<file path="src/rtl/multicycle_controller.sv">
// Moore control FSM for the multicycle single-ALU datapath: one state per cycle, lw 5 / sw,R,addi 4 / beq,j 3 cycles.
// No backpressure: advances every clock; reset gates all write enables combinationally.
module multicycle_controller #(
  parameter bit ENABLE_ADDI = 1'b1
) (
  input  logic       clock,
  input  logic       reset,
  input  logic [5:0] op,
  input  logic [5:0] funct,
  input  logic       zero,
  output logic [2:0] alucontrol,
  output logic       alusrca,
  output logic [1:0] alusrcb,
  output logic [1:0] pcsrc,
  output logic       iord,
  output logic       memtoreg,
  output logic       regdst,
  output logic       irwrite,
  output logic       memwrite,
  output logic       regwrite,
  output logic       pcen,
  output logic [3:0] state
);

  typedef enum logic [3:0] {
    FETCH   = 4'd0,
    DECODE  = 4'd1,
    MEMADR  = 4'd2,
    MEMRD   = 4'd3,
    MEMWB   = 4'd4,
    MEMWR   = 4'd5,
    RTYPEEX = 4'd6,
    ALUWB   = 4'd7,
    BEQ     = 4'd8,
    ADDIEX  = 4'd9,
    ADDIWB  = 4'd10,
    JUMP    = 4'd11
  } state_t;

  state_t cur, nxt;
  logic   ir_load, mem_wr, reg_wr, pc_write, branch;

  always_ff @(posedge clock) begin
    if (reset) cur <= FETCH;
    else       cur <= nxt;
  end

  always_comb begin
    nxt        = FETCH;
    alucontrol = 3'b010;
    alusrca    = 1'b0;
    alusrcb    = 2'b00;
    pcsrc      = 2'b00;
    iord       = 1'b0;
    memtoreg   = 1'b0;
    regdst     = 1'b0;
    ir_load    = 1'b0;
    mem_wr     = 1'b0;
    reg_wr     = 1'b0;
    pc_write   = 1'b0;
    branch     = 1'b0;
    case (cur)
      FETCH: begin
        alusrcb  = 2'b01;
        ir_load  = 1'b1;
        pc_write = 1'b1;
        nxt      = DECODE;
      end
      DECODE: begin
        alusrcb = 2'b11;
        case (op)
          6'b100011, 6'b101011: nxt = MEMADR;
          6'b000000:            nxt = RTYPEEX;
          6'b000100:            nxt = BEQ;
          6'b001000:            nxt = ENABLE_ADDI ? ADDIEX : FETCH;
          6'b000010:            nxt = JUMP;
          default:              nxt = FETCH;
        endcase
      end
      MEMADR: begin
        alusrca = 1'b1;
        alusrcb = 2'b10;
        nxt     = (op == 6'b100011) ? MEMRD : MEMWR;
      end
      MEMRD: begin
        iord = 1'b1;
        nxt  = MEMWB;
      end
      MEMWB: begin
        memtoreg = 1'b1;
        reg_wr   = 1'b1;
      end
      MEMWR: begin
        iord   = 1'b1;
        mem_wr = 1'b1;
      end
      RTYPEEX: begin
        alusrca = 1'b1;
        nxt     = ALUWB;
        case (funct)
          6'b100010: alucontrol = 3'b110;
          6'b100100: alucontrol = 3'b000;
          6'b100101: alucontrol = 3'b001;
          6'b101010: alucontrol = 3'b111;
          default:   alucontrol = 3'b010;
        endcase
      end
      ALUWB: begin
        regdst = 1'b1;
        reg_wr = 1'b1;
      end
      BEQ: begin
        alusrca    = 1'b1;
        alucontrol = 3'b110;
        pcsrc      = 2'b01;
        branch     = 1'b1;
      end
      ADDIEX: begin
        alusrca = 1'b1;
        alusrcb = 2'b10;
        nxt     = ADDIWB;
      end
      ADDIWB: reg_wr = 1'b1;
      JUMP: begin
        pcsrc    = 2'b10;
        pc_write = 1'b1;
      end
      default: nxt = FETCH;
    endcase
  end

  // An instruction interrupted by reset must leave no architectural trace.
  assign irwrite  = ir_load & ~reset;
  assign memwrite = mem_wr & ~reset;
  assign regwrite = reg_wr & ~reset;
  assign pcen     = (pc_write | (branch & zero)) & ~reset;
  assign state    = cur;

endmodule

</file>
<file path="config.mk">
export PLATFORM = sky130hd
export DESIGN_NAME = multicycle_controller
export DESIGN_NICKNAME = d
export VERILOG_FILES = /design/src/rtl/multicycle_controller.sv
export SDC_FILE = /design/constraint.sdc
export NUM_CORES = 1
export LEC_CHECK = 0
export ABC_CLOCK_PERIOD_IN_PS = 1650
export CAP_MARGIN = 20
export CORE_MARGIN = 1
export CORE_UTILIZATION = 33
export CTS_CLUSTER_DIAMETER = 30
export CTS_CLUSTER_SIZE = 8
export DETAILED_ROUTE_END_ITERATION = 8
export GPL_ROUTABILITY_DRIVEN = 0
export PLACE_DENSITY = 0.78
export SYNTH_ARGS = -nofsm -noshare
export SYNTH_HDL_FRONTEND = slang
export SYNTH_SLANG_ARGS = --single-unit
</file>
<file path="constraint.sdc">
create_clock -name clock -period 1.65 [get_ports clock]
set_clock_uncertainty 0.1 [all_clocks]
set_input_delay 0.2475 -clock clock [delete_from_list [all_inputs] [get_ports clock]]
set_output_delay 0.2475 -clock clock [all_outputs]
set_load 0.02 [all_outputs]
</file>
==> flow_metrics.tcl <==
set metrics [dict create \
    status "finished, violations left" \
    violations "setup timing" \
    cp_max_fo 3 \
    die_y_um 39.41 \
    cp.arrival_ns 1.57 \
    largest_reg_flops 4 \
    r2r_start "state[3]" \
    min_period_ns 1.915 \
    wirelength_um 2146 \
    slew_viol_final 0 \
    drtIter0Drc 18 \
    yosysWarnings 0 \
    final_area_um2 1099 \
    regArea_um2 87.58 \
    tns_ns -1.337 \
    crit_path_max_incr_delay_ns 0.50 \
    grt_use_total 0.2529 \
    post-route-period-util 1.161 \
    dpl_cell_area_um2 975.9 \
    synth_cell_types 29 \
    finalHoldViolations 0 \
    antenna_cells 0 \
    cts.clk_slew.worst_paths_ns 0.04 \
    cts_tree "done" \
    crit_chain "nor3_4 > nand4b_1 > or4b_4 > buf_6" \
    power.density_nw_per_um2 372.3 \
    hp-class "flop to flop" \
    grt_max_degree 15 \
    grt_pass1_wl_um 2704 \
    worst_pin_slew_ns 0.3740 \
    nFillCells 89 \
    cp_data_required_time_ns 1.30 \
    grt-ovfl-total 0 \
    max_cap_violations 0 \
    mostFrequentLayoutCells "buf_4, clkdlybuf4s50_1, buf_6, nor2_1, dlygate4sd2_1" \
    numPortBuffers 33 \
    io_pins 34 \
    clk_latency_ns 0.24 \
    critical_path.startpoint_type "flop" \
    cts_buffers 3 \
    wl_per_cell_um 15.66 \
    synthesis.nets 81 \
    rows 13 \
    synth-seq-area-share 0.1734 \
    dp_hpwl_um 1466 \
    setup_viol 12 \
    cts_max_level 1 \
    ir_drop_mv 0.3713 \
    cts_hold_buf 0 \
    crit_path_start "state[3]" \
    synth_seq_cells 4 \
    area_growth_pct 137.9 \
    vias 747 \
    final_common_cell "buf_4" \
    criticalPathCategory "flop to output port" \
    chipWidth_um 39.41 \
    rsz0062_at_grt "yes" \
    cpMaxStageDelayCell "or4b_4" \
    vias_per_cell 5.453 \
    antenna_found_initial 0 \
    initial_core_util 0.3548 \
    hp-start "state[3]" \
    power.leakage_uw 0.0004566 \
    nets 138 \
    layout-drive-gt1-share 0.5492 \
    root_buffer "clkbuf_4" \
    multi_input_area_um2 473.0 \
    syn_avg_cell_area_um2 6.995 \
    max_clock_freq_mhz 522.1 \
    end_kind "output port" \
    cts_sinks 4 \
    synthCells 66 \
    drt.antenna.violating_nets 0 \
    grt_pass1_vias 642 \
    dieArea_um2 1553 \
    relSlewSlack 0.7484 \
    r2r_slack_ns 0.02 \
    drcViolationCount 0 \
    synth_area_um2 461.7 \
    setup_ws_ns -0.2654 \
    core-area_um2 1301 \
    cts_buffer_depth 2 \
    drtPass1Iterations 4 \
]
==> path summary, 6_finish.rpt <==
check | end | cells past startpoint
setup reg to reg | state[2] | 7
hold reg to reg | state[1] | 3
setup / recovery | alucontrol[1] | 4
hold / removal | state[1] | 3
==> final cells by class <==
cell class | count | area share
tap | 15 | 0.01708
multi-input combinational | 57 | 0.4305
sequential | 4 | 0.07973
timing repair buffer | 56 | 0.4431
inverter | 1 | 0.005695
clock buffer | 4 | 0.02392
==> per-layer routing <==
| layer | global-route usage | vias up | part of all wire |
|---|---|---|---|
| met3 | 0.01705 | 6 | 0.022 |
| met1 | 0.2755 | 358 | 0.38 |
| met2 | 0.4877 | 21 | 0.57 |
| met5 | 0 | - | 0 |
| li1 | - | 362 | - |
| met4 | 0.1034 | 0 | 0.022 |
==> stage by stage <==
stage	utilization	total power (uW)	hold WS, ns	worst slack [ns]	std cells
final	0.8442	409.0	0.5510	-0.2654	137
after global routing	0.8442	428.7	0.5697	-0.2982	137
after CTS	0.7683	395.6	0.5192	-0.2505	133
after detailed placement	0.7500	259.4	0.5033	-0.5946	129
after global placement	0.7500	254.6	0.4855	-0.5673	129
after floorplan	-	165.1	0.3092	-0.08533	66
==> worst max-delay path: cells and delay by family, from the launching register on <==
kind / cells / cell delay, ns
flip-flops: 1 / 0.33
AND/OR/NAND/NOR: 3 / 0.86
buffers and inverters: 1 / 0.14
==> Yosys cell counts <==
cell type  count  area share
a21oi_1        5       0.054
nor4bb_1       1       0.022
or2_1          2       0.027
or4b_1         1       0.022
o31ai_1        1       0.016
nor4_1         3       0.041
a21bo_2        1       0.022
xnor2_1        2       0.038
o21bai_1       2       0.033
nor3_4         1       0.035
dfxtp_1        4        0.17
or3_1          1       0.014
nor3_1         7       0.076
nor4_2         1       0.027
nand4b_1       1       0.019
nor2_1         7       0.057
mux2i_1        1       0.022
nand2b_1       3       0.041
nand2_1        4       0.033
nor2b_1        1       0.014
inv_2          1      0.0081
a211oi_1       1       0.016
a211o_1        1       0.019
nand3_1        2       0.022
nor3b_1        1       0.016
nand3b_1       1       0.016
buf_2          4       0.043
o21ai_0        2       0.022
a31oi_1        4       0.054
==> repair_timing <==
action                     in CTS  in global routing
setup endpoints to repair      20                 18
pin swaps                       8                 10
resized for setup              89                 25
setup buffers                   1                  5
==> cells by family (layout without fill, tap and decap cells) <==
group,Yosys count,in the layout,synth area share
AO/OA/AOI/OAI,17,17,0.2358
AND/OR/NAND/NOR,37,37,0.4797
flip-flops,4,4,0.1734
buffers and inverters,5,61,0.05148
XOR/XNOR,2,2,0.03795
multiplexers,1,1,0.02168
==> report_power, final <==
group          total (uW)  switching [uW]  internal (uW)  leakage, uW
combinational         170            80.8           89.1     0.000407
sequential            104            4.45           99.2    0.0000346
clock                 135            44.4           91.1    0.0000150
total                 409             130            279     0.000457
Power figures use the tool's default switching activity.
